<file path="src/rtl/serial_frame_deserializer.sv">
// Serial frame receiver: hunts for a start bit, shifts in DATA_WIDTH data bits,
// checks optional parity and the stop bit, and presents good words on valid/ready.
module serial_frame_deserializer #(
  parameter int DATA_WIDTH = 8,
  parameter int PARITY_EN  = 1,
  parameter int PARITY_ODD = 0,
  parameter int LSB_FIRST  = 1
) (
  input  logic                  Clk_In,
  input  logic                  Reset_In,
  input  logic                  Serial_Data_In,
  input  logic                  Data_Ready_In,
  input  logic                  Clear_Errors_In,
  output logic [DATA_WIDTH-1:0] Data_Out,
  output logic                  Data_Valid_Out,
  output logic                  Parity_Error_Out,
  output logic                  Framing_Error_Out,
  output logic                  Overrun_Error_Out,
  output logic [15:0]           Frame_Count_Out,
  output logic                  Busy_Out,
  output logic [1:0]            Fsm_State_Out
);

  // Handshake: a word transfers on any rising edge where Data_Valid_Out and
  // Data_Ready_In are both high; Data_Out holds steady until that edge.

  typedef enum logic [1:0] {IDLE = 2'd0, DATA = 2'd1, PARITY = 2'd2, STOP = 2'd3} state_t;

  localparam int CW = $clog2(DATA_WIDTH);

  state_t                state;
  logic [CW-1:0]         bit_cnt;
  logic [DATA_WIDTH-1:0] shift_q;
  logic                  par_q;

  logic [DATA_WIDTH-1:0] shift_nxt;
  logic                  par_ok;
  logic                  consume;
  logic                  good;
  logic                  load;
  logic                  set_p;
  logic                  set_f;
  logic                  set_o;

  // Shifting instead of indexing: after DATA_WIDTH bits the first bit lands
  // at bit 0 (LSB first) or at the top bit (MSB first).
  always_comb begin
    shift_nxt = (LSB_FIRST != 0) ? {Serial_Data_In, shift_q[DATA_WIDTH-1:1]}
                                 : {shift_q[DATA_WIDTH-2:0], Serial_Data_In};
    par_ok    = (PARITY_EN == 0) || ((^shift_q ^ par_q) == 1'(PARITY_ODD));
    consume   = Data_Valid_Out && Data_Ready_In;
    set_f     = (state == STOP) && Serial_Data_In;
    set_p     = (state == STOP) && !Serial_Data_In && !par_ok;
    good      = (state == STOP) && !Serial_Data_In && par_ok;
    load      = good && (!Data_Valid_Out || consume);
    set_o     = good && !load;
  end

  always_ff @(posedge Clk_In or negedge Reset_In) begin
    if (!Reset_In) begin
      state             <= IDLE;
      bit_cnt           <= '0;
      shift_q           <= '0;
      par_q             <= 1'b0;
      Data_Out          <= '0;
      Data_Valid_Out    <= 1'b0;
      Parity_Error_Out  <= 1'b0;
      Framing_Error_Out <= 1'b0;
      Overrun_Error_Out <= 1'b0;
      Frame_Count_Out   <= '0;
    end else begin
      case (state)
        IDLE: begin
          if (Serial_Data_In) begin
            state   <= DATA;
            bit_cnt <= '0;
          end
        end
        DATA: begin
          shift_q <= shift_nxt;
          bit_cnt <= bit_cnt + 1'b1;
          if (bit_cnt == CW'(DATA_WIDTH - 1)) begin
            state <= (PARITY_EN != 0) ? PARITY : STOP;
          end
        end
        PARITY: begin
          par_q <= Serial_Data_In;
          state <= STOP;
        end
        default: state <= IDLE;
      endcase

      if (load) begin
        Data_Out        <= shift_q;
        Data_Valid_Out  <= 1'b1;
        Frame_Count_Out <= Frame_Count_Out + 16'd1;
      end else if (consume) begin
        Data_Valid_Out  <= 1'b0;
      end

      // A flag setting on the same edge as a clear stays set.
      Parity_Error_Out  <= set_p || (Parity_Error_Out  && !Clear_Errors_In);
      Framing_Error_Out <= set_f || (Framing_Error_Out && !Clear_Errors_In);
      Overrun_Error_Out <= set_o || (Overrun_Error_Out && !Clear_Errors_In);
    end
  end

  assign Busy_Out      = (state != IDLE);
  assign Fsm_State_Out = state;

endmodule

</file>
<file path="config.mk">
export PLATFORM = sky130hd
export DESIGN_NAME = serial_frame_deserializer
export DESIGN_NICKNAME = d
export VERILOG_FILES = /design/src/rtl/serial_frame_deserializer.sv
export SDC_FILE = /design/constraint.sdc
export NUM_CORES = 1
export LEC_CHECK = 0
export ABC_AREA = 1
export CAP_MARGIN = 20
export CORE_ASPECT_RATIO = 1.75
export CORE_MARGIN = 8
export CORE_UTILIZATION = 40
export CTS_BUF_LIST = sky130_fd_sc_hd__clkbuf_8 sky130_fd_sc_hd__clkbuf_16
export DETAILED_ROUTE_END_ITERATION = 16
export GPL_ROUTABILITY_DRIVEN = 0
export MAX_ROUTING_LAYER = met4
export SKIP_LAST_GASP = 1
export SYNTH_ARGS = -nofsm -noshare
export SYNTH_HDL_FRONTEND = slang
export SYNTH_SLANG_ARGS = --single-unit
export TNS_END_PERCENT = 5
</file>
<file path="constraint.sdc">
create_clock -name Clk_In -period 1.5 [get_ports Clk_In]
set_clock_uncertainty 0.15 [all_clocks]
set_input_delay 0.225 -clock Clk_In [delete_from_list [all_inputs] [get_ports Clk_In]]
set_output_delay 0.225 -clock Clk_In [all_outputs]
set_load 0.05 [all_outputs]
</file>
Yosys cells after proc, flatten, opt, wreduce, memory -nomap -nowiden
Cells that the tools add are included.
- mux-type cells: 7
- order comparisons: 0
- reduce and logical (&&, ||, !) cells: 25
- bitwise operators: 2
- $mul: 0
- shift operators: 0
- $add $sub $neg: 2
- divide/modulo/power cells: 0
- eq/ne operators: 6
- operator list (kind ; count):
    $add 16x1->16 const B ; 1
    $logic_and 1x1->1 ; 10
    $reduce_xor 8->1 ; 1
    $pmux 2 s3 ; 1
    $pmux 3 s2 ; 1
    $reduce_bool 2->1 ; 3
    $eq 2x2->1 const B ; 2
    $logic_not 1->1 ; 4
    $logic_or 1x1->1 ; 4
    $mux 2 ; 2
    $ne 2x2->1 const B ; 2
    $reduce_and 2->1 ; 2
    $add 3x1->3 const B ; 1
    $eq 3x3->1 const B ; 1
    $mux 3 ; 1
    $eq 2x1->1 const B ; 1
    $logic_not 2->1 ; 1
    $mux 1 ; 2
    $not 1->1 ; 1
    $xor 1x1->1 ; 1
- memories kept: 0
- register bits: 42
- bits in writable memories: 0
- bits in latches: 0
- bits of input ports: 5
- output and inout port bits: 31
- memory bits (read-only): 0

Longest topological paths before layout
Gate-level depths: netlist (run 1).
- depth after elaboration: 8
- depth in mapped cells: 12

Worst setup path before layout (run 1)
OpenSTA, ideal clock, no wires.
- path type: register -> register
- start: register state[0] (netlist: Fsm_State_Out[0])
- end: register state[0] (netlist: Fsm_State_Out[0])
- setup slack: -560 ps
- cell stages (with the launch flop): 9
- arrival: 1781 ps
- setup time: 129 ps
- path through: dfrtp_1 inv_1 ha_1 inv_1 nor2_1 inv_1 o21ai_1 nand2_1 o21ai_0
- longest elaborated chain between the ends: 3
- elaborated cells between the ends (all ways): 7
- those cells by class: 4 x eq/ne; 1 x mux; 2 x reduce/logical
- RTL lines (item ; line ; RTL):
    start: declaration ; 31 ; state_t state;
    start signal: assignment ; 83 ; state <= (PARITY_EN != 0) ? PARITY : STOP;
    $eq 2x1->1 or $logic_not 2->1 (tied branches) ; 72 ; case (state)
    $ne 2x2->1 (no source line) ; - ;
    $reduce_and 2->1 (no source line) ; - ;
Parallel ways exist; a longest one is shown, timed or not.
A chain may end at the register's enable or synchronous reset.

Final worst setup path (run 1)
- start: register state[1] (netlist: Fsm_State_Out[1])
- end: output Busy_Out
- longest elaborated chain between the ends: 1
- RTL lines (item ; line ; RTL):
    $reduce_bool 2->1 ; 108 ; assign Busy_Out = (state != IDLE);
    end: declaration ; 20 ; output logic Busy_Out,
Every way passes these cells.

==> results of run 1 <==
## cell type report
type	count	area, um2	area share
Inverter	24	93.84	0.02645
Multi-Input combinational cell	213	1089	0.3068
Sequential cell	42	1056	0.2976
Tap cell	76	95.09	0.02680
Timing Repair Buffer	84	1105	0.3114
Clock buffer	8	110.1	0.03103
## metrics by stage
step | hold slack (ns) | cells
4_1_cts | 0.2914 | 446
6_report | 0.2880 | 447
2_1_floorplan | -0.2206 | 289
3_3_place_gp | 0.06842 | 433
5_1_grt | 0.3226 | 447
3_5_place_dp | 0.06840 | 433
## placed cells by master (no fill, tap or decap), drive strengths merged
| cell type | instances |
|---|---|
| o31ai | 1 |
| xor2 | 5 |
| o21ai | 16 |
| nor3 | 1 |
| inv | 23 |
| clkdlybuf4s50 | 3 |
| clkbuf | 8 |
| nand3 | 13 |
| dlygate4sd3 | 1 |
| dfrtp | 42 |
| nand2 | 117 |
| xnor2 | 7 |
| nor2 | 20 |
| buf | 80 |
| clkinvlp | 1 |
| a21oi | 1 |
| ha | 7 |
| nand4 | 25 |
## worst paths after layout
path	startpoint	to	slack [ns]	cells past startpoint
min in group Clk_In	bit_cnt[1]	bit_cnt[1]	0.34	2
max in group asynchronous	Reset_In	Frame_Count_Out[0]	0.69	3
max reg2reg	shift_q[1]	Data_Out[5]	-0.15	11
min	Reset_In	Frame_Count_Out[4]	0.29	3
max	Fsm_State_Out[1]	Busy_Out	-0.15	5
min reg2reg	bit_cnt[1]	bit_cnt[1]	0.34	2
## sequential cells by signal, indices dropped and copies added, names as in the netlist
| name | cells |
|---|---|
| Frame_Count_Out | 16 |
| Data_Out | 8 |
| shift_q | 8 |
| bit_cnt | 3 |
| Fsm_State_Out | 2 |
| Data_Valid_Out | 1 |
| Framing_Error_Out | 1 |
| Overrun_Error_Out | 1 |
| Parity_Error_Out | 1 |
| par_q | 1 |
## power by group through the flow
stage	logic, uW	registers [uW]	clock network (uW)
2_1_floorplan	1640	2340	0
3_3_place_gp	4180	1800	0
3_5_place_dp	4250	1810	0
4_1_cts	4370	1780	879
5_1_grt	4650	1810	908
6_report	4320	1780	851
## worst reg2reg max path: stages, from the launching register on
cell	delay, ns
dfrtp_1	0.43
nor2_1	0.13
nor2_1	0.06
nand2_1	0.05
nand2_1	0.09
inv_1	0.08
nand3_2	0.09
nand2_4	0.11
nand3_4	0.07
buf_12	0.16
nand2_1	0.07
nand2_1	0.05
## cell families (layout without fill, tap and decap cells)
kind of cell | count (synthesis) | in the layout | share of synthesized area
AND/OR/NAND/NOR | 176 | 176 | 0.3444
flip-flops | 42 | 42 | 0.4636
buffers and inverters | 34 | 116 | 0.06623
AO/OA/AOI/OAI | 18 | 18 | 0.04083
XOR/XNOR | 12 | 12 | 0.04636
adder cells (fa/ha/maj) | 7 | 7 | 0.03863
## metal layers
metal | global-route usage | share of wire | up-vias
li1 | - | - | 1094
met1 | 0.1470 | 0.37 | 1015
met2 | 0.2827 | 0.57 | 43
met3 | 0.02773 | 0.032 | 13
met4 | 0.05645 | 0.021 | 0
met5 | - | 0 | -
## what timing repair did
action	in CTS	in global routing
pin swaps	1	2
hold endpoints to repair	42	0
setup buffers	4	1
hold buffers	1	0
gates resized for setup	1	1
setup endpoints to repair	27	39
==> flow_summary_export.csv, run 1 <==
group,metric,value,unit
yosys,synthTopCellsByCount,"nand2_1 (115), dfrtp_1 (42), nand4_1 (25), inv_1 (22), nor2_1 (19)",
yosys,syn_nets,301,
yosys,syn_area_per_cell,7.845,um2
route,via_per_inst,4.843,
timing,tightest_slew,0.2729,ns
worst_hold_path,hp-class,"input pin to asynchronous set/reset pin",
yosys,synth_top_area_frac,0.4636,
pwr,power.density,1958,nW/um2
final_layout,drive_above_1_share,0.2938,
setup_path,end_kind,"output port",
setup_path,path_delay_family,"flip-flops",
route,dr.pass1.iters,4,
final_layout,finish.net_count,382,
setup_path,cpPeakStageDelay,0.42,ns
cts,clk_pin_slew,0.08,ns
final_layout,diodes,0,
yosys,synth_area_leaders,"dfrtp_1 (46%), nand2_1 (19%), nand4_1 (6.9%)",
setup_path,cp-start-kind,"flip-flop",
setup_path,crit_type,"flip-flop to output port",
pwr,seqPwrFrac,0.255,
global_routing,track_usage,0.1508,
global_routing,grt_max_degree,43,
global_routing,grt_pass1_vias,2211,
pwr,clkPwrFrac,0.123,
pwr,p_int,3912,uW
placement,pre_cts_ws,-0.1509,ns
timing,max-slew-margin-rel,0.8180,
cts,cts_tree,"yes",
pwr,ir_worst_vdd,1.489,mV
floorplanning,dieArea,8428,um2
route,ant_nets,0,
final_layout,stdcell_area,3548,um2
global_routing,grt_first_pass_wirelength,9839,um
yosys,synthDistinctLibCells,24,
route,drc,0,
setup_path,crit_arrival,1.28,ns
cts,cts_inserted_buffers,5,
yosys,ys_seq_area_frac,0.4636,
floorplanning,die_height,115.6,um
timing,finalSetupViolCount,30,
outcome,violations,"setup timing",
pwr,power,6949,uW
timing,fin_ws,-0.1521,ns
setup_path,path_cells,"inv_2 -> ha_4 -> clkinvlp_4 -> buf_6 -> buf_12",
pwr,p_leak,0.001755,uW
cts,cts_root_buf,"clkbuf_8",
final_layout,syn2layout_area_growth,56.51,%
cts,htree_levels,2,
timing,tns,-3.488,ns
cts,clockBufferDepth,2,
placement,placed_area,3387,um2
route,drt_first_iter_violations,104,
placement,io_buffer_count,35,
setup_path,crit_slowest_cell,"dfrtp_2",
pwr,p_comb_frac,0.622,
global_routing,overflow,0,
floorplanning,ioPinCount,36,
placement,hpwl,4446,um
floorplanning,core,5540,um2
yosys,yosysWarnings,0,
timing,fmax,605.3,MHz
final_layout,fin_util,0.6405,
yosys,synth_most_common_cell,"nand2_1",
pwr,switching_power,3037,uW
global_routing,antenna_found_initial,0,
route,wl_per_cell,13.22,um
pwr,p_sw_frac,0.4370,
setup_path,crit_fanout,3,
timing,slew_violations,0,
route,vias,2165,
yosys,synth-edff-count,0,
cts,clk_latency,0.29,ns
yosys,ys.flop_type,"dfrtp_1",
yosys,synth_area,2267,um2
floorplanning,row_count,36,
yosys,netlist_instances,289,
yosys,synth-seq-cells,42,
timing,fin_crit_sh,1.101,
run,drv_cap,0,
timing,rsz0062_at_grt,"true",
route,wl,5910,um
setup_path,crit_buf_inv,4,
outcome,run_status,"finished, violations left",
cts,cts.sinks,42,
final_layout,fillers,473,
yosys,async_flop_share,1.000,
timing,hold_viol,0,
timing,period_needed,1.652,ns
yosys,synth_top_area_cell,"dfrtp_1",
floorplanning,fp.dieW,72.91,um
setup_path,crit_required,1.12,ns
floorplanning,start_util,0.4092,
(Power assumes the default switching activity.)
==> inputs of run 2 (changes only) <==
--- a/config.mk
+++ b/config.mk
@@ -14,6 +14,7 @@
 export DETAILED_ROUTE_END_ITERATION = 16
 export GPL_ROUTABILITY_DRIVEN = 0
 export MAX_ROUTING_LAYER = met4
+export PLACE_DENSITY = 0.67
 export SKIP_LAST_GASP = 1
 export SYNTH_ARGS = -nofsm -noshare
 export SYNTH_HDL_FRONTEND = slang
==> run 2 against run 1 <==
The flow still finishes with violations (setup timing). Global-route usage up 2.2 points. Largest power group unchanged. Via count up 10%. Maximum frequency down 8.8%. Total power up 17%. Final cell count down 0.22%. Critical path depth up 4.
==> flow_summary_export.csv, run 2 (synthesis gave the netlist of run 1 again) <==
group,metric,value,unit
setup_path,end_kind,"flip-flop",
final_layout,mostFrequentLayoutCell,"nand2_1",
global_routing,grt_pass1_vias,2344,
final_layout,fillers,431,
pwr,ir_worst_vdd,1.834,mV
route,drt_first_iter_violations,210,
final_layout,final_cells,446,
final_layout,drive_above_1_share,0.3541,
pwr,seqPwrFrac,0.227,
final_layout,finish.net_count,381,
timing,fin_ws,-0.3114,ns
timing,tightest_slew,0.5225,ns
cts,cts_root_buf,"clkbuf_8",
setup_path,crit_type,"flip-flop to flip-flop",
worst_hold_path,hp-class,"input pin to asynchronous set/reset pin",
cts,cts_tree,"yes",
cts,cts_inserted_buffers,5,
floorplanning,ioPinCount,36,
final_layout,diodes,0,
route,ant_nets,0,
cts,clockBufferDepth,2,
timing,holdWs,0.2773,ns
pwr,power.density,2211,nW/um2
pwr,switching_power,3758,uW
final_layout,seqCellArea,1061,um2
final_layout,final_cell_mix,"nand2_1 (103), buf_4 (37), buf_12 (35), dfrtp_1 (34), nand4_1 (25)",
floorplanning,die_height,115.6,um
floorplanning,start_util,0.4092,
pwr,p_int,4366,uW
route,drc,0,
global_routing,grt_first_pass_wirelength,11070,um
setup_path,crit_fanout,6,
global_routing,grt_max_degree,43,
outcome,run_status,"finished, violations left",
pwr,power,8125,uW
pwr,clkPwrFrac,0.112,
placement,io_buffer_count,35,
timing,fmax,552.1,MHz
cts,clk_pin_slew,0.09,ns
route,dr.pass1.iters,4,
setup_path,cp-start-kind,"flip-flop",
cts,htree_levels,2,
timing,slew_violations,0,
route,via_per_inst,5.348,
route,vias,2385,
timing,fin_crit_sh,1.208,
route,wl,6950,um
placement,pre_cts_ws,-0.3233,ns
pwr,p_sw_frac,0.4626,
final_layout,largest_register_ffs,16,
floorplanning,core,5540,um2
run,drv_cap,0,
pwr,p_comb_frac,0.661,
setup_path,crit_required,1.55,ns
timing,max-slew-margin-rel,0.6508,
timing,hold_viol,0,
timing,rsz0062_at_grt,"true",
floorplanning,row_count,36,
cts,cts.sinks,42,
final_layout,syn2layout_area_growth,62.09,%
timing,period_needed,1.811,ns
placement,dp_cells,430,
setup_path,crit_arrival,1.86,ns
pwr,p_leak,0.001759,uW
placement,hpwl,4364,um
floorplanning,dieArea,8428,um2
global_routing,track_usage,0.1725,
timing,finalSetupViolCount,28,
global_routing,overflow,0,
final_layout,top_regs,"Frame_Count_Out: 16 flops, Data_Out: 8 flops, shift_q: 8 flops",
global_routing,antenna_found_initial,0,
route,wl_per_cell,15.58,um
outcome,violations,"setup timing",
final_layout,top_register,"Frame_Count_Out",
floorplanning,fp.dieW,72.91,um
final_layout,multi_input_area,1242,um2
cts,clk_latency,0.30,ns
[run 2: layout make-up]
type,instances,area share
Clock buffer,5,0.01873
Clock inverter,3,0.01090
Inverter,24,0.02554
Multi-Input combinational cell,216,0.3381
Sequential cell,42,0.2887
Tap cell,76,0.02588
Timing Repair Buffer,80,0.2921
[run 2: timing repair]
item,CTS,global route
cloned,4,0
gates resized for setup,16,22
hold endpoints to repair,42,0
hold buffers,1,0
pin swaps,6,10
endpoints found under the setup margin,28,31
buffers inserted,3,0
[run 2: metal layers]
layer  track usage  wire [um]  up-vias
met5             -          0        -
met4        0.1223        346        0
met3       0.03640        343       38
met2        0.2917       3806       99
met1        0.1702       2454     1144
li1              -          -     1104
[run 2: stage by stage]
step | cell area, um2 | TNS, ns | util
CTS | 3615 | -5.677 | 0.6524
finish | 3675 | -6.832 | 0.6633
global placement | 3339 | -5.372 | 0.6028
detailed placement | 3339 | -7.499 | 0.6028
global route | 3675 | -8.823 | 0.6633
floorplan | 2298 | -6.434 | -
[run 2: final timing paths]
path / cells past startpoint / slack [ns] / startpoint / end
setup / recovery: 9 / -0.31 / shift_q[7] / Frame_Count_Out[4]
hold / removal: 3 / 0.28 / Reset_In / Frame_Count_Out[4]
setup reg to reg: 9 / -0.31 / shift_q[7] / Frame_Count_Out[4]
hold reg to reg: 2 / 0.34 / bit_cnt[1] / bit_cnt[1]
max in group asynchronous: 3 / 0.69 / Reset_In / Fsm_State_Out[1]
min in group Clk_In: 2 / 0.34 / bit_cnt[1] / bit_cnt[1]
[run 2: power groups by stage]
| stage | logic, uW | clock network (uW) | registers [uW] |
|---|---|---|---|
| after floorplan | 1640 | 0 | 2340 |
| after global placement | 4010 | 0 | 1810 |
| after detailed placement | 4090 | 0 | 1820 |
| after CTS | 5160 | 921 | 1800 |
| after global routing | 5670 | 970 | 1880 |
| final | 5370 | 911 | 1840 |
[run 2: worst max-delay path: stages (launching register included)]
cell     delay (ns)
dfrtp_1        0.43
xor2_2         0.27
inv_1          0.12
nand2_4        0.10
nand3_4        0.11
nand2_8        0.14
buf_6          0.12
nand3_4        0.12
nand2_1        0.11
nand2_1        0.05
